--- config.mk ---
export PLATFORM = sky130hd
export DESIGN_NAME = stopwatch_ctrl
export DESIGN_NICKNAME = d
export VERILOG_FILES = /design/src/rtl/stopwatch_pkg.sv /design/src/rtl/btn_debounce.sv /design/src/rtl/stopwatch_ctrl.sv
export SDC_FILE = /design/constraint.sdc
export NUM_CORES = 1
export LEC_CHECK = 0
export CAP_MARGIN = 20
export CORE_MARGIN = 5
export CORE_UTILIZATION = 59
export DETAILED_ROUTE_END_ITERATION = 12
export PLACE_DENSITY = 0.84
export SLEW_MARGIN = 30
export SYNTH_ARGS = -nofsm -noshare
export SYNTH_HDL_FRONTEND = slang
export SYNTH_SLANG_ARGS = --single-unit
--- constraint.sdc ---
create_clock -name clk_in -period 3.7 [get_ports clk_in]
set_clock_uncertainty 0.05 [all_clocks]
set_input_delay 0.74 -clock clk_in [delete_from_list [all_inputs] [get_ports clk_in]]
set_output_delay 0.74 -clock clk_in [all_outputs]
set_load 0.03 [all_outputs]
--- src/rtl/stopwatch_pkg.sv ---
// Shared definitions for the stopwatch run-control sequencer.
//   stw_state_e : FSM state encoding, also driven on the state output
//   div_of      : system clocks per count tick (CLK_HZ / TICK_HZ)
//   presc_w     : prescaler width, clog2(DIV)
//   dbnc_w      : width of the debounce stability down-counter
//   lap_w       : width of the lap auto-release tick counter
package stopwatch_pkg;

   typedef enum logic [1:0] {
      IDLE  = 2'b00,
      RUN   = 2'b01,
      PAUSE = 2'b10,
      LAP   = 2'b11
   } stw_state_e;

   function automatic int div_of(input int clk_hz, input int tick_hz);
      return clk_hz / tick_hz;
   endfunction

   function automatic int presc_w(input int div);
      return (div <= 2) ? 1 : $clog2(div);
   endfunction

   // counter holds DEBOUNCE_CYC-1 down to 0
   function automatic int dbnc_w(input int cyc);
      return (cyc <= 2) ? 1 : $clog2(cyc);
   endfunction

   // counter holds LAP_TIMEOUT_TICKS down to 1
   function automatic int lap_w(input int n);
      return (n <= 1) ? 1 : $clog2(n + 1);
   endfunction

endpackage

--- src/rtl/btn_debounce.sv ---
// Push-button conditioner: 2-flop synchronizer, stability down-counter and
// rising-edge press detector.
//   clk_in : system clock
//   rst_n  : asynchronous active-low reset
//   raw    : raw asynchronous button level
//   level  : debounced level, follows raw after DEBOUNCE_CYC equal samples
//   press  : one-cycle pulse on each rising edge of level
module btn_debounce
   import stopwatch_pkg::*;
#(
   parameter int DEBOUNCE_CYC = 1_000_000
) (
   input  logic clk_in,
   input  logic rst_n,
   input  logic raw,
   output logic level,
   output logic press
);

   localparam int CW = dbnc_w(DEBOUNCE_CYC);
   localparam logic [CW-1:0] RELOAD = CW'(DEBOUNCE_CYC - 1);

   logic          sync_1;
   logic          sync_2;
   logic [CW-1:0] stab_cnt;
   logic          settle;

   // Reset value 0 is safe: sync_2 reads 0 on the first edge after reset,
   // so the counter is reloaded before any differing sample can arrive.
   assign settle = (sync_2 != level) && (stab_cnt == '0);

   always_ff @(posedge clk_in or negedge rst_n) begin
      if (!rst_n) begin
         sync_1   <= 1'b0;
         sync_2   <= 1'b0;
         stab_cnt <= '0;
         level    <= 1'b0;
         press    <= 1'b0;
      end else begin
         sync_1 <= raw;
         sync_2 <= sync_1;
         press  <= settle && sync_2;
         if (sync_2 == level) begin
            stab_cnt <= RELOAD;
         end else if (settle) begin
            level    <= sync_2;
            stab_cnt <= RELOAD;
         end else begin
            stab_cnt <= stab_cnt - CW'(1);
         end
      end
   end

endmodule

--- src/rtl/stopwatch_ctrl.sv ---
// Stopwatch run-control sequencer: debounces start/stop, lap and clear,
// sequences the counter and display, and generates the count tick.
//   clk_in    : system clock
//   rst_n     : asynchronous active-low reset
//   btn_ss    : raw start/stop button
//   btn_lap   : raw lap button
//   btn_clr   : raw clear button
//   tick      : one-cycle pulse per count period while counting
//   cnt_en    : counter enable (RUN, LAP)
//   cnt_clr   : one-cycle counter clear pulse
//   disp_hold : display freeze (LAP)
//   state     : current FSM state
// Build option STW_LAP_TIMEOUT_EN: LAP releases back to RUN on its own after
// LAP_TIMEOUT_TICKS ticks.
//
// state | meaning
// IDLE  | stopped and cleared, waiting for start
// RUN   | counting, display live
// PAUSE | counting halted, prescaler phase kept
// LAP   | counting, display frozen
module stopwatch_ctrl
   import stopwatch_pkg::*;
#(
   parameter int CLK_HZ            = 100_000_000,
   parameter int TICK_HZ           = 100,
   parameter int DEBOUNCE_CYC      = 1_000_000,
   parameter int LAP_TIMEOUT_TICKS = 300
) (
   input  logic       clk_in,
   input  logic       rst_n,
   input  logic       btn_ss,
   input  logic       btn_lap,
   input  logic       btn_clr,
   output logic       tick,
   output logic       cnt_en,
   output logic       cnt_clr,
   output logic       disp_hold,
   output logic [1:0] state
);

   localparam int DIV = div_of(CLK_HZ, TICK_HZ);
   localparam int PW  = presc_w(DIV);
   localparam logic [PW-1:0] PRESC_LAST = PW'(DIV - 1);

   // Only the press events drive the sequencer; the debounced levels are
   // left for whoever needs them later.
   logic [2:0]    unused_levels;
   logic          ev_ss;
   logic          ev_lap;
   logic          ev_clr;

   stw_state_e    state_q;
   stw_state_e    state_d;
   logic          clr_acc;
   logic          cnt_clr_q;
   logic [PW-1:0] presc_q;
   logic          lap_timeout;

   btn_debounce #(.DEBOUNCE_CYC(DEBOUNCE_CYC)) u_dbnc_ss (
      .clk_in (clk_in),
      .rst_n  (rst_n),
      .raw    (btn_ss),
      .level  (unused_levels[0]),
      .press  (ev_ss)
   );

   btn_debounce #(.DEBOUNCE_CYC(DEBOUNCE_CYC)) u_dbnc_lap (
      .clk_in (clk_in),
      .rst_n  (rst_n),
      .raw    (btn_lap),
      .level  (unused_levels[1]),
      .press  (ev_lap)
   );

   btn_debounce #(.DEBOUNCE_CYC(DEBOUNCE_CYC)) u_dbnc_clr (
      .clk_in (clk_in),
      .rst_n  (rst_n),
      .raw    (btn_clr),
      .level  (unused_levels[2]),
      .press  (ev_clr)
   );

   assign state     = state_q;
   assign cnt_en    = (state_q == RUN) || (state_q == LAP);
   assign disp_hold = (state_q == LAP);
   assign cnt_clr   = cnt_clr_q;
   assign tick      = cnt_en && (presc_q == PRESC_LAST);

   // Events a state ignores do not block lower-priority ones.
   always_comb begin
      state_d = state_q;
      clr_acc = 1'b0;
      case (state_q)
         IDLE: begin
            if (ev_clr) begin
               clr_acc = 1'b1;
            end else if (ev_ss) begin
               state_d = RUN;
            end
         end
         RUN: begin
            if (ev_ss) begin
               state_d = PAUSE;
            end else if (ev_lap) begin
               state_d = LAP;
            end
         end
         LAP: begin
            if (ev_ss) begin
               state_d = PAUSE;
            end else if (ev_lap || lap_timeout) begin
               state_d = RUN;
            end
         end
         PAUSE: begin
            if (ev_clr) begin
               state_d = IDLE;
               clr_acc = 1'b1;
            end else if (ev_ss) begin
               state_d = RUN;
            end
         end
         default: state_d = IDLE;
      endcase
   end

   always_ff @(posedge clk_in or negedge rst_n) begin
      if (!rst_n) begin
         state_q   <= IDLE;
         cnt_clr_q <= 1'b0;
         presc_q   <= '0;
      end else begin
         state_q   <= state_d;
         cnt_clr_q <= clr_acc;
         if (clr_acc) begin
            presc_q <= '0;
         end else if (cnt_en) begin
            presc_q <= (presc_q == PRESC_LAST) ? '0 : presc_q + PW'(1);
         end
      end
   end

`ifdef STW_LAP_TIMEOUT_EN
   localparam int LW = lap_w(LAP_TIMEOUT_TICKS);
   localparam logic [LW-1:0] LAP_RELOAD = LW'(LAP_TIMEOUT_TICKS);

   logic [LW-1:0] lap_cnt;

   // Reloaded whenever not in LAP, so every entry starts a fresh timeout.
   always_ff @(posedge clk_in or negedge rst_n) begin
      if (!rst_n) begin
         lap_cnt <= '0;
      end else if (state_q != LAP) begin
         lap_cnt <= LAP_RELOAD;
      end else if (tick && (lap_cnt != '0)) begin
         lap_cnt <= lap_cnt - LW'(1);
      end
   end

   assign lap_timeout = (state_q == LAP) && tick && (lap_cnt == LW'(1));
`else
   localparam int unused_lap_timeout_ticks = LAP_TIMEOUT_TICKS;
   assign lap_timeout = 1'b0;
`endif

endmodule

# Word level (Yosys, flattened, before mapping)
# Cells that the tools add are included.
# op_classes
add_sub_neg,4
n_eq_ne,13
mux,19
n_bitwise,3
n_reduce_logical,18
# op_table
op,n
20-bit two-way mux,9
20-bit zero test,3
"20-bit by 1-bit subtractor with 20-bit output, second input constant",3
"20-bit by 1-bit adder with 20-bit output, second input constant",1
"20-bit == test, second input constant",1
2-bit two-way mux,7
2-bit case mux with 4 select lines,1
1-bit logical AND,7
"3-bit by 1-bit inequality test with 1-bit output, second input constant",2
2-bit AND reduction,3
"2-bit == test, second input constant",2
1-bit == test,3
1-bit inequality test,3
1-bit NOT,3
3-bit AND reduction,1
"2-bit by 1-bit == test with 1-bit output, second input constant",1
2-bit zero test,1
1-bit two-way mux,2
"2-bit inequality test, second input constant",1
2-bit nonzero test,1
2-bit OR reduction,1
1-bit logical OR,1
# word_totals
ff_bits,95
inputBits,5
output_inout_bits,6
elab_cells,75

# Depth between registers and ports, before layout
# logic_depth
depth_word,4
depth_mapped,8
ltp_nobuf,7

# By module
# Synthesis repeated with hierarchy kept, for this count alone.
# hier_totals
cells_unflattened,494
hier_area_um2,4809.6
# by_module_without_submodules
module,n_inst,cells_per_inst,area_per_inst_um2,seq_area_each_um2
btn_debounce,3,113,1157.4,600.6
stopwatch_ctrl,1,155,1337.5,575.6

# Worst setup path before layout
# OpenSTA, ideal clock, no wires.
# synth_timing
kind,flip-flop to flip-flop
from,reg u_dbnc_lap.stab_cnt[0]
to,reg u_dbnc_lap.stab_cnt[0]
setup_ns,0.067
t_arrival_ns,2.500
required_time_ns,3.583
slack_ns,1.083
stages_incl_launch_ff,9
path_buffers,1
synth_period_minus_slack_ns,2.617
path_cell_list,dfrtp_1 -> inv_1 -> ha_1 -> or4b_2 -> and4bb_1 -> or3b_2 -> and2_1 -> clkbuf_1 -> nand2_1
# synth_via
elab_chain_len,4
elab_cells_between_ends,5
classes_between,1 x add/sub; 2 x mux; 2 x reduce/logical
# synth_rtl
element,line_no,rtl
"start, declared",btn_debounce.sv:25,logic [CW-1:0] stab_cnt;
"start signal, assigned",btn_debounce.sv:49,stab_cnt <= stab_cnt - CW'(1);
branches (longest 2 deep; another with 20-bit by 1-bit subtractor with 20-bit output),-,
20-bit two-way mux (*),btn_debounce.sv:45,end else if (settle) begin
20-bit two-way mux (*),btn_debounce.sv:43,if (sync_2 == level) begin
# Every way passes the cells marked *.
# A chain may end at the register's enable or synchronous reset.

# Final worst setup path
# layout_timing
from,reg presc_q[0]
to,out tick
# layout_via
elab_chain_len,2
# layout_rtl
element,line_no,rtl
"start, declared",stopwatch_ctrl.sv:56,logic [PW-1:0] presc_q;
"start signal, assigned",stopwatch_ctrl.sv:138,presc_q <= (presc_q == PRESC_LAST) ? '0 : presc_q + PW'(1);
20-bit == test,stopwatch_ctrl.sv:87,assign tick = cnt_en && (presc_q == PRESC_LAST);
1-bit logical AND,stopwatch_ctrl.sv:87,
"end, declared",stopwatch_ctrl.sv:34,"output logic tick,"
# Every way passes these cells.

==> summary.md <==
| Metric | Value |
|---|---|
| Arrival time worst endpoint | `around 2.3 ns` |
| Filler Cells Inserted | `591` |
| Setup total negative slack | `0 ns` |
| Max FO, Critical Path | `7` |
| Hold violation count in the final report | `0` |
| Clock sink count | `95` |
| Min cycle time layout | `~3.1 ns` |
| Total gr overflow | `0` |
| Worst setup path end | `tick` |
| CTS tree | `built` |
| Max VDD drop | `around 0.00025 V` |
| Final setup violation count | `0` |
| Startpoint Class | `flop` |
| Area Overhead vs Synth | `9.10%` |
| TritonCTS Buffers | `9` |
| Power, Total | `about 0.0019 W` |
| Ant. Diodes | `0` |
| Simple-Gate Fraction of Synth Area | `0.248` |
| Async set-reset flop share out of synthesis | `1.00` |
| Placeable Area | `7290 µm²` |
| Clock buffer depth | `2` |
| First-pass GRT wire length | `~14,000 µm` |
| Detail Route Antenna Nets | `0` |
| Largest family of logic cells by synthesized area | `simple AND/OR/NAND/NOR gates` |
| DP Area | `4640 µm²` |
| Post-layout instance area | `~4900 µm²` |
| Post-DR wirelength/cell | `~14 µm` |
| Synth warn | `0` |
| Largest net degree at the start of global routing | `73` |
| RR Startpoint | `u_dbnc_lap.stab_cnt[0]` |
| Vias | `3,247` |
| Rows | `31` |
| Placed Cells | `between 500 and 600` |
| Worst-margin pin slew | `0.648 ns` |
| CTS Hold Bufs | `0` |
| Ys flop type | `dfrtp_1` |
| Mapped Area | `~4500 µm²` |
| Die width | `a little under 100 µm` |
| Worst Setup SP | `presc_q[0]` |
| Power Density | `382 nW/µm²` |
| Initial Util | `0.611` |
| Setup Fix Bufs, Post-CTS | `0` |
| Final Max Tran Viols | `0` |
| Max cap viols | `0` |
| Depth of the CTS H-tree | `3` |
| Fmax | `0.324 GHz` |
| Synth Area in XOR/XNOR | `0.102` |
| Die area | `~9400 µm²` |
| Mux contribution to synthesized area | `0.0121` |
| PostCTS Resize Cnt | `0` |
| Die Height | `about 97 µm` |
| DR iter-0 viols | `between 100 and 150` |
| Reg area | `2380 µm²` |
| EDFF count, synth | `0` |
| Finished Layout Cells | `around 570` |
| CP Capture Type | `primary output` |
| IO Port Bufs | `10` |
| Vias in the first global route | `between 3,000 and 4,000` |
| Class of the worst hold path | `flop to flop` |
| R2R Path End | `u_dbnc_lap.stab_cnt[10]` |
| Synth Area in Adders | `0.0112` |
| Count of cell types in the netlist | `45` |
| Share of layout cells above drive strength 1 | `0.0751` |
| Vias per cell | `between 5 and 6` |
| Headroom to the max-slew limit | `0.564` |
| Final #Nets | `470` |
| Total GRT Usage | `0.180` |
| Syn nets | `460` |
| Final Util | `0.667` |
| Synth Instances | `about 450` |
| Register area share after synthesis | `0.533` |
| Synth Area per Inst | `roughly 9.9 µm²` |
| Worst Path Required | `around 2.9 ns` |
| Routed Wire Length | `8080 µm` |
| Register-to-Register Path Depth | `7` |
| Reg2Reg Setup Slack | `roughly 0.88 ns` |
| # IOs | `11` |
| Status | `complete, no violations` |
| Static leakage | `1.92 nW` |
| Final period util | `0.833` |
| Clock Pin Slew Worst Setup and Hold Paths | `approximately 0.090 ns` |
| DPL Wire Length | `5400 µm` |
| Detailed Routing Iterations Pass 1 | `4` |
| Critical path type | `flop to primary output` |
| Initial antenna violation count | `0` |
| RSZ-0062 raised after global routing | `false` |
| Synth Area in Compound Gates | `0.0657` |
| Multi-input gate area | `a little under 2000 µm²` |
| Yosys reg bits | `between 90 and 100` |
| RePlAce Congestion | `roughly 0.9` |
| Worst-skew pair later-pin latency | `0.36 ns` |
| Root Driver | `clkbuf_8` |
| DR DRC count | `0` |
critical path: stages (launching register included):
cell,delay [ns]
dfrtp_1,0.45
ha_1,0.32
nand3_1,0.21
nor3_1,0.25
clkdlybuf4s50_1,0.70
worst min-delay path by stage:
stage,start,end,slack (ns),cells after the start
global placement,u_dbnc_lap.sync_1,u_dbnc_lap.sync_2,0.28,0
global route,u_dbnc_lap.sync_1,u_dbnc_lap.sync_2,0.31,0
floorplan,u_dbnc_clr.sync_1,u_dbnc_clr.sync_2,0.28,0
CTS,u_dbnc_lap.sync_1,u_dbnc_lap.sync_2,0.30,0
finish,u_dbnc_lap.sync_1,u_dbnc_lap.sync_2,0.30,0
detailed placement,u_dbnc_lap.sync_1,u_dbnc_lap.sync_2,0.29,0
cell type report:
class,instances,share of cell area
clock buffer,9,0.0255
timing repair buffer,14,0.0270
clock inverter,7,0.0196
tap,99,0.0255
sequential,95,0.489
multi-input combinational,327,0.403
inverter,14,0.0108
flip-flops by register name (all words and copies together), names as in the netlist:
signal	count
cnt_clr	1
presc_q	20
state	2
u_dbnc_clr.level	1
u_dbnc_clr.press	1
u_dbnc_clr.stab_cnt	20
u_dbnc_clr.sync_1	1
u_dbnc_clr.sync_2	1
u_dbnc_lap.level	1
u_dbnc_lap.press	1
u_dbnc_lap.stab_cnt	20
u_dbnc_lap.sync_1	1
u_dbnc_lap.sync_2	1
u_dbnc_ss.level	1
u_dbnc_ss.press	1
u_dbnc_ss.stab_cnt	20
u_dbnc_ss.sync_1	1
u_dbnc_ss.sync_2	1
layout by cell type, fill, tap and decap left out, types with 5 or more instances in the layout:
cell,n
clkdlybuf4s50_1,9
nor4_1,12
and3_1,9
xor2_1,19
o21ai_0,21
a21oi_1,14
nand3_1,14
clkbuf_8,9
nand2_1,60
or4_1,5
inv_1,14
dfrtp_1,95
nand4_1,10
nor3_1,19
nor2_1,48
or3_1,13
xnor2_1,33
where the power goes:
group          internal, W  switching (W)  leakage, nW
Sequential         0.00105     0.00000943         1.14
Combinational    0.0000164      0.0000396        0.676
Clock             0.000383       0.000360        0.110
cell usage after synthesis, types with 4 or more instances:
master / count / area (µm²)
inv_1: 14 / 52.6
xnor2_1: 33 / 289
nor3_1: 19 / 95.1
nor2_1: 49 / 184
nand2_1: 60 / 225
and3_1: 9 / 56.3
clkbuf_1: 13 / 48.8
o21ai_0: 21 / 105
a21oi_1: 14 / 70.1
nand4_1: 10 / 62.6
xor2_1: 19 / 166
nor3b_1: 4 / 30.0
or3_1: 13 / 81.3
nor4_1: 12 / 75.1
ha_1: 4 / 50.1
or4_1: 5 / 37.5
nand3_1: 14 / 70.1
dfrtp_1: 95 / 2380
metrics by stage:
step                      hold WS, ns  setup WS [ns]
final                           0.302          0.617
after global routing            0.310          0.460
after CTS                       0.304          0.608
after detailed placement        0.291          0.907
after global placement          0.284           1.00
after floorplan                 0.281           1.08
layer usage:
layer	wire length, µm	track usage	share of wire
met1	3600	0.228	0.45
met2	4010	0.306	0.50
met3	326	0.0309	0.040
met4	139	0.0734	0.017
met5	0	0	0
logic make-up after synthesis:
logic type / after synthesis
multiplexers: 5
AND/OR/NAND/NOR: 217
adder cells (fa/ha/maj): 4
buffers and inverters: 29
XOR/XNOR: 52
AO/OA/AOI/OAI: 49
flip-flops: 95
Power figures use the tool's default switching activity.
